--- config.mk ---
export PLATFORM = sky130hd
export DESIGN_NAME = mem_port_arbiter
export DESIGN_NICKNAME = d
export VERILOG_FILES = /design/src/rtl/mem_port_arbiter.sv
export SDC_FILE = /design/constraint.sdc
export NUM_CORES = 1
export LEC_CHECK = 0
export ABC_AREA = 0
export CELL_PAD_IN_SITES_DETAIL_PLACEMENT = 1
export CELL_PAD_IN_SITES_GLOBAL_PLACEMENT = 1
export CORE_AREA = 2 2 472 474
export CTS_BUF_LIST = sky130_fd_sc_hd__clkbuf_4 sky130_fd_sc_hd__clkbuf_8 sky130_fd_sc_hd__clkbuf_16
export CTS_CLUSTER_DIAMETER = 60
export DETAILED_ROUTE_END_ITERATION = 10
export DIE_AREA = 0 0 474 476
export PLACE_DENSITY = 0.34
export SYNTH_ARGS = -nofsm -noshare
export SYNTH_HDL_FRONTEND = slang
export SYNTH_SLANG_ARGS = --single-unit
--- constraint.sdc ---
create_clock -name clk -period 4.95 [get_ports clk]
set_input_delay 1.2375 -clock clk [delete_from_list [all_inputs] [get_ports clk]]
set_output_delay 1.2375 -clock clk [all_outputs]
set_load 0.1 [all_outputs]
--- src/rtl/mem_port_arbiter.sv ---
// Two-requester cache-line port arbiter: serialises one line at a time into word transactions.
// Optional ARB_ROUND_ROBIN_EN selects round-robin arbitration instead of fixed priority to requester 0.
module mem_port_arbiter #(
  parameter int unsigned LINE_WORDS = 8
) (
  input  logic                     clk,
  input  logic                     rst_n,

  input  logic                     r0_req_valid,
  input  logic                     r0_req_store,
  input  logic [31:0]              r0_req_addr,
  input  logic [LINE_WORDS*32-1:0] r0_req_wdata,
  output logic                     r0_req_ready,
  output logic                     r0_rsp_valid,
  output logic [LINE_WORDS*32-1:0] r0_rsp_rdata,

  input  logic                     r1_req_valid,
  input  logic                     r1_req_store,
  input  logic [31:0]              r1_req_addr,
  input  logic [LINE_WORDS*32-1:0] r1_req_wdata,
  output logic                     r1_req_ready,
  output logic                     r1_rsp_valid,
  output logic [LINE_WORDS*32-1:0] r1_rsp_rdata,

  output logic                     mem_valid,
  output logic                     mem_store,
  output logic [31:0]              mem_addr,
  output logic [31:0]              mem_wdata,
  input  logic [31:0]              mem_rdata,
  input  logic                     mem_done,

  output logic                     busy
);

  localparam int unsigned CW  = $clog2(LINE_WORDS);
  localparam int unsigned OFF = CW + 2;

  typedef enum logic [1:0] {IDLE, XFER, RESP} state_t;

  state_t                   state;
  logic [CW-1:0]            cnt;
  logic [CW-1:0]            next_cnt;
  logic                     gnt;
  logic                     lat_store;
  logic [31:OFF]            lat_line;
  logic [31:0]              line_q [LINE_WORDS];
  logic [LINE_WORDS*32-1:0] line_flat;

  logic                     idle;
  logic                     win1;
  logic                     hs;
  logic                     sel_store;
  logic [31:OFF]            sel_line;
  logic [LINE_WORDS*32-1:0] sel_wdata;
  logic                     addr_lsb_unused;

`ifdef ARB_ROUND_ROBIN_EN
  logic                     last_grant;
`endif

  // Byte/word offset bits of the request address carry no information for a line request.
  assign addr_lsb_unused = ^{r0_req_addr[OFF-1:0], r1_req_addr[OFF-1:0]};

  always_comb begin
    idle = (state == IDLE) && rst_n;
`ifdef ARB_ROUND_ROBIN_EN
    win1 = r1_req_valid && (!r0_req_valid || !last_grant);
`else
    win1 = r1_req_valid && !r0_req_valid;
`endif
    r1_req_ready = idle && win1;
    r0_req_ready = idle && r0_req_valid && !win1;
    hs           = r0_req_ready || r1_req_ready;
    sel_store    = win1 ? r1_req_store        : r0_req_store;
    sel_line     = win1 ? r1_req_addr[31:OFF] : r0_req_addr[31:OFF];
    sel_wdata    = win1 ? r1_req_wdata        : r0_req_wdata;
    next_cnt     = cnt + 1'b1;
  end

  always_comb begin
    line_flat = '0;
    for (int unsigned i = 0; i < LINE_WORDS; i++) begin
      line_flat[32*i +: 32] = line_q[i];
    end
  end

  assign r0_rsp_rdata = line_flat;
  assign r1_rsp_rdata = line_flat;
  assign busy         = (state != IDLE);

  // The line buffer holds the writeback line on stores and collects refill words on loads.
  always_ff @(posedge clk or negedge rst_n) begin
    if (!rst_n) begin
      state        <= IDLE;
      cnt          <= '0;
      gnt          <= 1'b0;
      lat_store    <= 1'b0;
      lat_line     <= '0;
      mem_valid    <= 1'b0;
      mem_store    <= 1'b0;
      mem_addr     <= '0;
      mem_wdata    <= '0;
      r0_rsp_valid <= 1'b0;
      r1_rsp_valid <= 1'b0;
`ifdef ARB_ROUND_ROBIN_EN
      last_grant   <= 1'b1;
`endif
      for (int unsigned i = 0; i < LINE_WORDS; i++) begin
        line_q[i] <= '0;
      end
    end else begin
      r0_rsp_valid <= 1'b0;
      r1_rsp_valid <= 1'b0;
      case (state)
        IDLE: begin
          if (hs) begin
            gnt       <= win1;
            lat_store <= sel_store;
            lat_line  <= sel_line;
            cnt       <= '0;
            mem_valid <= 1'b1;
            mem_store <= sel_store;
            mem_addr  <= {sel_line, {CW{1'b0}}, 2'b00};
            mem_wdata <= sel_wdata[31:0];
`ifdef ARB_ROUND_ROBIN_EN
            last_grant <= win1;
`endif
            if (sel_store) begin
              for (int unsigned i = 0; i < LINE_WORDS; i++) begin
                line_q[i] <= sel_wdata[32*i +: 32];
              end
            end
            state <= XFER;
          end
        end
        XFER: begin
          if (mem_done) begin
            if (!lat_store) begin
              line_q[cnt] <= mem_rdata;
            end
            if (cnt == CW'(LINE_WORDS - 1)) begin
              mem_valid    <= 1'b0;
              mem_store    <= 1'b0;
              r0_rsp_valid <= !gnt;
              r1_rsp_valid <= gnt;
              state        <= RESP;
            end else begin
              cnt       <= next_cnt;
              mem_addr  <= {lat_line, next_cnt, 2'b00};
              mem_wdata <= line_q[next_cnt];
            end
          end
        end
        RESP: begin
          state <= IDLE;
        end
        default: begin
          state <= IDLE;
        end
      endcase
    end
  end

endmodule

==> results.py <==
metrics = {
    "status": {
        "status": "finished, final reports clean",
    },
    "final_layout": {
        "final_cells": 6053,
        "area_delta_synth_final_pct": 72.06,
        "nFillCells": 25237,
        "fin_nets": 3629,
        "drive_gt1_share_pct": 23.13,
        "multi_input_area_sq_mm": 0.01148,
        "ff_latch_area_sq_mm": 0.008837,
    },
    "logic_synthesis": {
        "ys_seq_area_share_pct": 38.67,
        "yosys.cell_count.top_type": "mux2_2",
        "async_reset_ff_share_pct": 100.0,
        "ys_types": 48,
        "synth_top_cell_by_area": "dfrtp_1",
        "synth_commonest_cells": "mux2_2 (361), dfrtp_1 (353), mux2i_1 (284)",
        "ys_ff_latch": 353,
        "synth_area_sq_mm": 0.02284,
        "synth_flop_cell": "dfrtp_1",
        "synth-edff-count": 0,
        "ys_warn_count": 0,
        "synth_top_area_share_pct": 38.67,
        "postSynthCellCount": 2092,
        "syn_avg_cell_area_sq_um": 10.92,
        "ys_top_cells_by_area": "dfrtp_1 (39%), mux2_2 (18%), mux2i_1 (12%)",
    },
    "worst_setup_path": {
        "worstPathRequired_ns": 3.71,
        "cp_slowest_cell": "clkdlybuf4s50_1",
        "crit_family": "buffers and inverters",
        "timing.rr.end": "mem_wdata[31]$_DFFE_PN0P_",
        "r2r-start": "cnt[0]$_DFFE_PN0P_",
        "cp-end-kind": "output pin",
        "cp_num_buf_inv": 1,
        "r2r_cells": 6,
        "start_kind": "flop",
        "regToRegSetupSlack_ns": 1.43,
        "cp_slowest_stage_delay_ns": 1.31,
        "path_cells": "clkdlybuf4s50_1",
        "worstPathArrival_ns": 2.68,
        "criticalPathCategory": "reg -> out",
        "worst-path-max-fanout": 15,
    },
    "placement": {
        "hpwlAfterDp_mm": 160.0,
        "place_congestion": 0.7473,
        "place_inst": 5911,
        "numPortBuffers": 1185,
    },
    "sta": {
        "rsz0062_at_grt": "no",
        "final.setup_skew_ns": 0.01925,
        "tightest_slew_ns": 1.176,
        "fin_crit_ns": 3.916,
        "setup_viol": 0,
        "slew_headroom_pct": 21.36,
        "period_share_pct": 79.12,
        "holdWs_ns": 0.3580,
        "setup_tns_ns": 0,
        "slew_violations": 0,
        "fmax_mhz": 255.3,
        "hold_viol_final": 0,
    },
    "global_routing": {
        "grt_pass1_vias": 23638,
        "antenna_found_initial": 31,
        "grt_pass1_wl_mm": 256.3,
        "grtUsageTotal_pct": 17.44,
        "grt_overflow_total": 0,
        "grt_max_degree": 132,
    },
    "job": {
        "cap_violations": 0,
    },
    "clocking": {
        "cts_tree": "yes",
        "clock_latency_ns": 0.70,
        "cts.sinks": 353,
        "cts_resized": 0,
        "postCtsSetupBuffers": 0,
        "cts_buffers": 74,
        "cts-root-buf": "clkbuf_16",
        "clockBufferDepth": 3,
        "cts-hold-fix-buffers": 0,
        "clk_pin_slew_ns": 0.05,
        "cts_max_level": 3,
    },
    "drt": {
        "routed_wirelength_mm": 204.0,
        "first_pass_iters": 5,
        "wl_per_cell_um": 33.70,
        "vias": 21813,
        "via_per_inst": 3.604,
        "drt_iter0_markers": 1010,
        "ant_nets": 0,
        "drcViolationCount": 0,
    },
    "die": {
        "start_util_pct": 10.33,
        "chipHeight_um": 476,
        "dieArea_sq_mm": 0.2256,
        "io_pins": 1198,
        "core_sq_mm": 0.2210,
        "dieWidth_um": 474,
        "rows": 173,
    },
    "min_path": {
        "hp-class": "in -> async",
    },
}
cell usage in the layout (no fill, tap or decap), drive strengths merged, types with 4 or more instances in the layout:
| cell | n |
|---|---|
| a22o | 4 |
| buf | 178 |
| a22oi | 28 |
| nand4b | 7 |
| inv | 8 |
| clkinvlp | 4 |
| o22a | 28 |
| clkbuf | 100 |
| diode | 8 |
| nor4bb | 4 |
| mux2i | 285 |
| a21oi | 4 |
| o41ai | 6 |
| nand3 | 13 |
| a211oi | 27 |
| clkdlybuf4s50 | 1102 |
| mux4 | 8 |
| nand2 | 77 |
| o2bb2ai | 28 |
| o21ai | 63 |
| nor2 | 33 |
| dfrtp | 353 |
| a21o | 27 |
| clkinv | 17 |
| o22ai | 230 |
| mux2 | 368 |
| bufinv | 11 |
| a221o | 28 |
flip-flops by register name, summed over array words and instances, names as in the netlist:
register / count
r0_rsp_rdata: 256
mem_wdata: 32
mem_addr: 28
lat_line: 27
cnt: 2
state: 2
gnt: 1
lat_store: 1
mem_store: 1
mem_valid: 1
r0_rsp_valid: 1
r1_rsp_valid: 1
kinds of logic after synthesis:
family                     after synthesis  synth area share (%)
adders and majority gates                2                0.1095
buffers and inverters                  443                 12.14
and+or+nand+nor                        153                 3.188
AOI/OAI and AO/OA                      479                 14.43
DFF                                    353                 38.67
other                                    1               0.01642
muxes                                  661                 31.44
stage by stage:
stage	area [sq um]	worst slack [ns]	util, %
after detailed placement	36590	0.5901	16.56
after CTS	39280	0.8629	17.77
after global routing	39280	0.9488	17.78
after floorplan	22840	0.5259	-
final	39300	1.034	17.78
after global placement	36570	0.5863	16.55
metal layers:
metal  track usage, %  share of wire [%]  vias up  routed length, um
met5                0              0.043        -                 87
met4            5.322                2.8       12               5809
met3            4.454                6.6      176              13440
met2            31.10                 50      958             102600
met1            20.33                 40    11154              82080
li1                 -                  -     9513                  -
cell type report:
type | instances | share of cell area (%)
repair buffers | 1280 | 31.87
multi-input cells | 1297 | 29.22
flip-flops and latches | 353 | 22.49
well taps | 2975 | 9.472
clock buffers | 100 | 5.553
clock inverters | 34 | 1.293
inverters | 6 | 0.05731
diodes | 8 | 0.05094
worst max path at each step:
stage                       start                       endpoint  slack (ns)  cells past startpoint
3_3_place_gp         r0_req_valid  r0_rsp_rdata[129]$_DFFE_PN0P_        0.59                      8
6_report       cnt[0]$_DFFE_PN0P_                    mem_addr[2]        1.03                      1
4_1_cts        cnt[0]$_DFFE_PN0P_                    mem_addr[2]        0.86                      1
3_5_place_dp         r0_req_valid  r0_rsp_rdata[129]$_DFFE_PN0P_        0.59                      8
2_1_floorplan        r0_req_valid                   r1_req_ready        0.53                      5
5_1_grt        cnt[0]$_DFFE_PN0P_                    mem_addr[2]        0.95                      1
Power is left out: the tool's default activity adds up to more than one toggle a clock period on the data nets, which glitch-free logic cannot reach.
